## src/rtl/vga_scanout.sv

```systemverilog
// vga_scanout: 640x480@60 VGA timing generator scanning a 4x-upscaled framebuffer out of VRAM.
module vga_scanout #(
  parameter int H_ACTIVE = 640,
  parameter int V_ACTIVE = 480,
  parameter int FB_WIDTH = 160
) (
  input  logic        clk,
  input  logic        RST,
  output logic [15:0] vram_rd_addr_o,
  output logic        vram_re_o,
  input  logic [11:0] vram_rd_data_i,
  output logic        hsync_o,
  output logic        vsync_o,
  output logic [3:0]  vgaRed_o,
  output logic [3:0]  vgaGreen_o,
  output logic [3:0]  vgaBlue_o,
  output logic        frame_start_o,
  output logic        in_vblank_o
);
  localparam logic [9:0] H_VIS      = 10'(H_ACTIVE);
  localparam logic [9:0] V_VIS      = 10'(V_ACTIVE);
  localparam logic [9:0] V_VIS_LAST = 10'(V_ACTIVE - 1);
  localparam logic [9:0] H_LAST     = 10'(H_ACTIVE + 159);
  localparam logic [9:0] V_LAST     = 10'(V_ACTIVE + 44);
  localparam logic [9:0] HS_FIRST   = 10'(H_ACTIVE + 16);
  localparam logic [9:0] HS_LAST    = 10'(H_ACTIVE + 111);
  localparam logic [9:0] VS_FIRST   = 10'(V_ACTIVE + 10);
  localparam logic [9:0] VS_LAST    = 10'(V_ACTIVE + 11);
  logic        pix_en;
  logic        active;
  logic        h_end;
  logic        v_end;
  logic [9:0]  hcnt;
  logic [9:0]  vcnt;
  logic [15:0] row_base;
  // FB_WIDTH is constant, so this unrolls into a fixed sum of shifted rows
  always_comb begin
    row_base = '0;
    for (int i = 0; i < 16; i++)
      row_base = FB_WIDTH[i] ? row_base + ({8'd0, vcnt[9:2]} << i) : row_base;
  end
  assign active         = (hcnt < H_VIS) && (vcnt < V_VIS);
  assign h_end          = hcnt == H_LAST;
  assign v_end          = vcnt == V_LAST;
  assign vram_rd_addr_o = active ? row_base + {8'd0, hcnt[9:2]} : '0;
  assign vram_re_o      = active & ~RST;
  assign in_vblank_o    = vcnt >= V_VIS;
  // VRAM data for the current pixel arrives mid-period, so it is latched as the counters advance
  always_ff @(posedge clk) begin
    if (RST) begin
      pix_en        <= 1'b0;
      hcnt          <= '0;
      vcnt          <= '0;
      hsync_o       <= 1'b1;
      vsync_o       <= 1'b1;
      vgaRed_o      <= '0;
      vgaGreen_o    <= '0;
      vgaBlue_o     <= '0;
      frame_start_o <= 1'b0;
    end else begin
      pix_en        <= ~pix_en;
      frame_start_o <= pix_en && h_end && vcnt == V_VIS_LAST;
      if (pix_en) begin
        hcnt    <= h_end ? '0 : hcnt + 10'd1;
        vcnt    <= h_end ? (v_end ? '0 : vcnt + 10'd1) : vcnt;
        hsync_o <= !(hcnt >= HS_FIRST && hcnt <= HS_LAST);
        vsync_o <= !(vcnt >= VS_FIRST && vcnt <= VS_LAST);
        {vgaRed_o, vgaGreen_o, vgaBlue_o} <= active ? vram_rd_data_i : 12'd0;
      end
    end
  end
endmodule

```

## config.mk

```make
export PLATFORM = sky130hd
export DESIGN_NAME = vga_scanout
export DESIGN_NICKNAME = d
export VERILOG_FILES = /design/src/rtl/vga_scanout.sv
export SDC_FILE = /design/constraint.sdc
export NUM_CORES = 1
export LEC_CHECK = 0
export ABC_AREA = 1
export CAP_MARGIN = 30
export CORE_ASPECT_RATIO = 1.1
export CORE_MARGIN = 2
export CORE_UTILIZATION = 40
export CTS_CLUSTER_SIZE = 10
export DETAILED_ROUTE_END_ITERATION = 8
export PLACE_DENSITY = 0.74
export SLEW_MARGIN = 30
export SYNTH_ARGS = -nofsm -noshare
export SYNTH_HDL_FRONTEND = slang
export SYNTH_SLANG_ARGS = --single-unit
```

## constraint.sdc

```tcl
create_clock -name clk -period 4.43 [get_ports clk]
set_clock_uncertainty 0.1 [all_clocks]
set_input_delay 0.6645 -clock clk [delete_from_list [all_inputs] [get_ports clk]]
set_output_delay 0.6645 -clock clk [all_outputs]
set_load 0.01 [all_outputs]
```

### Word-level counts from Yosys, hierarchy flattened

Index checks and enable logic that the tools add are counted.

* input bits: 14
* logic and storage cells: 38
* output and inout bits: 33
* register bits: 36

* muxes and demuxes: 4
* equality and inequality tests: 3
* reduce and logical (&&, ||, !) cells: 8
* add/subtract/negate cells: 4
* bitwise logic cells: 3
* order comparisons: 7

Operator list (count)
* 10-bit by 1-bit adder with 10-bit output, second input constant: 2
* 10-bit == test, second input constant: 2
* 10-bit by 9-bit >= comparator with 1-bit output, second input constant: 2
* 10-bit 2-to-1 mux: 2
* 13-bit by 15-bit adder with 16-bit output: 1
* 16-bit by 8-bit adder with 16-bit output: 1
* 16-bit 2-to-1 mux: 1
* 12-bit 2-to-1 mux: 1
* 10-bit by 9-bit == test with 1-bit output, second input constant: 1
* 10-bit >= comparator, second input constant: 1
* 10-bit <= comparator, second input constant: 1
* 10-bit by 9-bit <= comparator with 1-bit output, second input constant: 1
* 10-bit < comparator, second input constant: 1
* 10-bit by 9-bit < comparator with 1-bit output, second input constant: 1
* 1-bit logical AND: 5
* 1-bit logical NOT: 2
* 1-bit NOT: 2
* 2-bit AND reduction: 1
* 1-bit AND: 1

### Longest topological paths before layout

* depth in word-level cells: 3
* depth in mapped cells: 12
* gate-level depth less buffers: 12

### Worst setup path after synthesis

Ideal clock, no wire load.

* path kind: reg-to-output
* start point: register vcnt[2]
* end point: output port vram_rd_addr_o[14]
* path buffers: 0
* data arrival time: 2.009 ns
* stages on the path, launching flop included: 11
* path slack: 1.656 ns
* data required time: 3.665 ns
* path through: dfxtp_1 inv_1 fa_1 fa_1 inv_1 nand3_1 nand2_1 nand2_1 nand2_1 nand3_1 a21oi_1

* word-level cells in the longest chain between the ends: 3
* elaborated cells on any way between the ends: 5
* those cells by class: 2 x add/sub; 1 x order compare; 1 x mux; 1 x reduce/logical

Ends and longest elaborated chain
* start: declaration: line 34 `logic [9:0] vcnt;`
* start signal: assignment: line 65 `vcnt <= h_end ? (v_end ? '0 : vcnt + 10'd1) : vcnt;`
* 13-bit by 15-bit adder with 16-bit output / 10-bit by 9-bit < comparator with 1-bit output (equally long branches): line 40, 42
* 16-bit by 8-bit adder with 16-bit output / 1-bit logical AND (equally long branches): line 45, 42
* 16-bit 2-to-1 mux *: line 45 `assign vram_rd_addr_o = active ? row_base + {8'd0, hcnt[9:2]} : '0;`
* end: declaration: line 9 `output logic [15:0] vram_rd_addr_o,`

Every way passes the cells marked *; elsewhere a longest branch is shown, timed or not.

### Worst setup path in the final report

* start point: register vcnt[4]
* end point: output port vram_rd_addr_o[14]

The elaborated chain is that of the path after synthesis.

==> results.json <==
{
  "n_fill_cell": 543,
  "slew_headroom": 0.4206,
  "finalNonFillerCells": 457,
  "wirelength_um": 5158,
  "drv_slew": 0,
  "clkTransAtPathRegs_ns": 0.08,
  "wl_per_cell_um": 11.29,
  "cts_setup_buffers": 0,
  "rr_worst_depth": 4,
  "async_reset_ff_frac": 0,
  "setup_tns_ns": 0,
  "grt_pass1_wl_um": 8887,
  "syn_nets": 371,
  "yosys_warnings": 0,
  "syn_area_um2": 2292,
  "yosys-top-cells-count": "81 x nand2_1, 50 x inv_1, 41 x nor2_1",
  "hold_depth": 2,
  "die_h_um": 83.40,
  "cts_tree": "yes",
  "vias": 2207,
  "power_density_nw_per_um2": 216.6,
  "nNetsFinal": 417,
  "synth_edf_count": 0,
  "end_kind": "primary output",
  "required_ns": 3.67,
  "die_w_um": 76.18,
  "start_util": 0.4194,
  "reg2reg_from": "pix_en",
  "cts_max_level": 2,
  "grt_max_degree": 20,
  "yosysUniqueCellTypes": 38,
  "worstMarginPinSlew_ns": 0.8659,
  "holdPathEnd": "vgaRed_o[1]",
  "max-cap-violations": 0,
  "vdd_drop_max_mv": 0.2009,
  "hp-start": "vgaRed_o[1]",
  "avgSynthCellArea_um2": 6.842,
  "grt_pass1_vias": 2072,
  "first_iter_violations": 95,
  "setup_viol": 0,
  "rrSetupSlack_ns": 2.44,
  "fin_crit_ns": 3.698,
  "cts.sinks": 36,
  "crit_type": "flip-flop to primary output",
  "fin_crit_sh": 0.8349,
  "die_area_um2": 6353,
  "synth_area_leaders": "dfxtp_1 31%, nand2_1 13%, ha_1 11%",
  "numCtsBuffers": 5,
  "grt_overflow": 0,
  "seq_area_frac_synth": 0.3144,
  "synth_seq_cells": 36,
  "crit_path_start_kind": "flip-flop",
  "synthCells": 335,
  "dp.cells": 449,
  "synth_most_common_cell": "nand2_1",
  "status": "complete, no violations",
  "p_leak_nw": 1.370,
  "drive_gt1_frac": 0.06021,
  "num_rows": 28,
  "fmaxAchievable_mhz": 270.4,
  "gp_congestion": 0.9366,
  "crit_fanout": 5,
  "synthToLayoutAreaGrowth_pct": 25.55,
  "cts.repair.resized": 0,
  "grt_usage": 0.1694,
  "dp_hpwl_um": 3960,
  "dr.pass1.iters": 4,
  "synth_area_leader_cell": "dfxtp_1",
  "hold_violations": 0,
  "ys.flop_type": "dfxtp_1",
  "core_um2": 5465,
  "cts_buffer_depth": 2,
  "clock_latency_ns": 0.29,
  "cp.arrival_ns": 2.93,
  "synth_top_cell_area_share": 0.3144,
  "fin_total_pwr_uw": 623.4,
  "io_pins": 47,
  "via_per_inst": 4.829,
  "utilization": 0.5266,
  "worst_r2r_endpoint": "vsync_o",
  "hold_class": "flip-flop to flip-flop",
  "root_buffer": "clkbuf_8",
  "route.detailed.drc": 0,
  "rsz0062_at_grt": "false",
  "antenna_found_initial": 0,
  "num_antenna_cells": 0,
  "drtAntennaViolNets": 0,
  "hold_buffers": 0,
  "io_buffer_count": 45
}
==> through the flow <==
| step | worst slack [ns] | hold slack, ns | area, um^2 |
|---|---|---|---|
| 2_1_floorplan | 1.656 | 0.3737 | 2292 |
| 3_3_place_gp | 1.122 | 0.3362 | 2790 |
| 3_5_place_dp | 1.047 | 0.3425 | 2790 |
| 4_1_cts | 0.7187 | 0.3572 | 2878 |
| 5_1_grt | 0.5604 | 0.3731 | 2878 |
| 6_report | 0.7315 | 0.3552 | 2878 |
==> cell type report <==
class                      instances  area (um^2)  area share
multi-input combinational        241         1330      0.4622
inverter                          52        195.2     0.06783
clock buffer                       5        68.82     0.02391
clock inverter                     3        18.77    0.006522
timing repair buffer              45        450.4      0.1565
tap                               75        93.84     0.03261
sequential                        36        720.7      0.2504
==> worst max path at each step <==
stage | startpoint | end | slack (ns)
5_1_grt | vcnt[4] | vram_rd_addr_o[12] | 0.56
6_report | vcnt[4] | vram_rd_addr_o[14] | 0.73
3_3_place_gp | vcnt[2] | vram_rd_addr_o[14] | 1.12
3_5_place_dp | vcnt[4] | vram_rd_addr_o[14] | 1.05
2_1_floorplan | vcnt[2] | vram_rd_addr_o[14] | 1.66
4_1_cts | vcnt[4] | vram_rd_addr_o[14] | 0.72
==> per-layer routing <==
| layer | GRT usage | part of all wire | vias up |
|---|---|---|---|
| met5 | 0 | 0 | - |
| met4 | 0.08264 | 0.030 | 0 |
| met3 | 0.04022 | 0.059 | 14 |
| met2 | 0.2752 | 0.46 | 59 |
| met1 | 0.2106 | 0.45 | 978 |
| li1 | - | - | 1156 |
==> power by group <==
| part | internal, mW | switching [mW] | total, mW |
|---|---|---|---|
| Combinational | 0.0285 | 0.0250 | 0.0535 |
| Clock | 0.110 | 0.120 | 0.229 |
| Sequential | 0.332 | 0.00860 | 0.341 |
| Total | 0.470 | 0.153 | 0.623 |
==> layout by cell type (no fill, tap or decap), drive strengths merged, types with 2 or more instances in the layout <==
cell type	n
nand2	84
nor2	45
fa	2
clkinv	3
clkdlybuf4s50	45
nand4	6
inv	52
or2	3
nor3b	2
clkbuf	5
ha	20
o21ai	13
a21oi	14
dfxtp	36
nor3	8
xor2	3
nand3	32
==> logic make-up (layout without fill, tap and decap cells) <==
group	count (synthesis)	count (layout)	synth area share
AO/OA/AOI/OAI	33	33	0.07861
AND/OR/NAND/NOR	182	182	0.3619
XOR/XNOR	3	3	0.01146
other	1	1	0.001636
adder cells (fa/ha/maj)	22	22	0.1266
buffers and inverters	58	105	0.1053
flip-flops	36	36	0.3144
==> registers in the layout (all words and copies together), names as in the netlist <==
name / cells
hcnt: 10
vgaRed_o: 4
vsync_o: 1
pix_en: 1
vgaGreen_o: 4
vcnt: 10
vgaBlue_o: 4
hsync_o: 1
frame_start_o: 1
==> critical path, stage by stage, from the launching register on <==
cell             delay, ns
dfxtp_1               0.41
inv_1                 0.13
fa_1                  0.50
fa_1                  0.44
inv_1                 0.10
nand3_1               0.07
nand2_1               0.10
nand2_1               0.06
nand2_1               0.09
nand3_1               0.07
a21oi_1               0.13
clkdlybuf4s50_1       0.55
No activity file was read; power rests on OpenSTA's default activity.
==> RTL edit, RTL diff (config.mk and constraints unchanged) <==
`V_ACTIVE`: 480 -> 240.
--- a/src/rtl/vga_scanout.sv
+++ b/src/rtl/vga_scanout.sv
@@ -1,7 +1,7 @@
 // vga_scanout: 640x480@60 VGA timing generator scanning a 4x-upscaled framebuffer out of VRAM.
 module vga_scanout #(
   parameter int H_ACTIVE = 640,
-  parameter int V_ACTIVE = 480,
+  parameter int V_ACTIVE = 240,
   parameter int FB_WIDTH = 160
 ) (
   input  logic        clk,
Check against the original RTL: no difference found for any inputs over 10 cycles, from zero or initial values and one cycle with RST high; that may be too few to reach the edited logic, so the function may still have changed.
==> RTL edit against the unedited design <==
  * Hold slack lost 0.0049 ns
  * Fmax down 1.5%
  * Synthesized area up 10%
  * Final area increased by 9.2%
  * Setup slack lost 0.058 ns
  * Final cell count is 6.1% higher
  * Wire length rose by 6.7%
  * Total power rose by 5.1%
  * Non-clock buffer count up 2
  * Sequential cell count stayed put
  * Largest power group unchanged
==> RTL edit: results (changes against the unedited design) <==
route:
  vias_per_cell: 4.83  # about the same
  totalWireLength_microns: 5500  # +6.7%
  wl_met2_microns: 2570  # +8.6%
  wl_met3_microns: 336  # +11%
  first_pass_iters: 5  # +1
logic_synthesis:
  synth_common_cells: "nand2_1, inv_1, nor2_1, dfxtp_1, nand3_1"
  synth.yosys.seq_area_share: 0.286  # -0.0287
  synth-xor-area-share: 0.0104  # -0.00105
  synth_fp_nets: 394  # +6.2%
  synth_compound_gate_area_share: 0.0818  # +0.00324
  synth_area_leaders: "dfxtp_1, nand2_1, ha_1"
  synth_fa_ha_area_frac: 0.115  # -0.0116
cells_and_area:
  drive_gt1_frac: 0.121  # +0.0608
  fill_cells: 594  # +9.4%
  nNetsFinal: 441  # +5.8%
power:
  leakagePower_uw: 0.00145  # +6.1%
  peakVddDrop_uv: 209  # +4.1%
  p_sw_uw: 152  # -0.71%
outcome:
  status: "finished, final reports clean"
setup_path:
  reg2reg_depth: 7  # +3
  worstPathMaxFanout: 6  # +1
  worstReg2RegEnd: "vcnt[0]"
  cp_slowest_stage_delay_ns: 0.53  # -0.02 ns
  ff2ff_setup_slack_ns: 2.70  # +0.26 ns
grt:
  grtUsageMet2: 0.294  # +0.0190
  gr-usage-met1: 0.216  # +0.00517
  grt_pass1_wl_microns: 9730  # +9.5%
  grt_use_met3: 0.0384  # -0.00184
  grt_pass1_vias: 2242  # +8.2%
  grt_usage: 0.172  # +0.00209
place:
  hpwlAfterDp_microns: 4230  # +6.9%
  gp_congestion: 0.916  # -2.2%
## RTL edit: cell types whose count changed in the layout (fill, tap and decap cells not counted), sizes merged, moves of 3 or more
cell,change
a21oi,+7
inv,+4
nand2,+8
nand3,+7
nor2,+5
o21bai,+3
or2,-3
## RTL edit: kinds of logic after synthesis
| family | count (synthesis) |
|---|---|
| DFF | 36 |
| and+or+nand+nor | 195 |
| adders and majority gates | 22 |
| other | 1 |
| buffers and inverters | 64 |
| AOI/OAI and AO/OA | 37 |
| xor gates and xnor gates | 3 |
## RTL edit: power by group through the flow
stage	clock network (uW)	logic (uW)	registers, uW
floorplan	0	29.3	348
global placement	0	56.9	350
detailed placement	0	62.2	347
CTS	261	62.5	340
global route	275	67.8	341
finish	253	61.9	340
## RTL edit: layout make-up
type / instances / share of cell area
sequential: 36 / 0.229
multi-input combinational: 258 / 0.489
inverter: 57 / 0.0681
timing repair buffer: 47 / 0.151
tap: 80 / 0.0319
clock buffer: 7 / 0.0307
## RTL edit: worst max-delay path by stage
| stage | from | end | slack, ns | depth (start not counted) |
|---|---|---|---|---|
| 2_1_floorplan | hcnt[9] | vram_rd_addr_o[12] | 1.66 | 10 |
| 3_3_place_gp | hcnt[9] | vram_rd_addr_o[12] | 1.13 | 11 |
| 3_5_place_dp | vcnt[4] | vram_rd_addr_o[12] | 1.00 | 11 |
| 4_1_cts | vcnt[4] | vram_rd_addr_o[12] | 0.67 | 11 |
| 5_1_grt | vcnt[4] | vram_rd_addr_o[12] | 0.41 | 11 |
| 6_report | vcnt[4] | vram_rd_addr_o[12] | 0.67 | 11 |
## RTL edit: metrics by stage
step                utilization  setup WS (ns)  cells
floorplan                     -           1.66    358
global placement          0.495           1.13    477
detailed placement        0.498           1.00    478
CTS                       0.513          0.674    485
global route              0.513          0.410    485
finish                    0.513          0.674    485
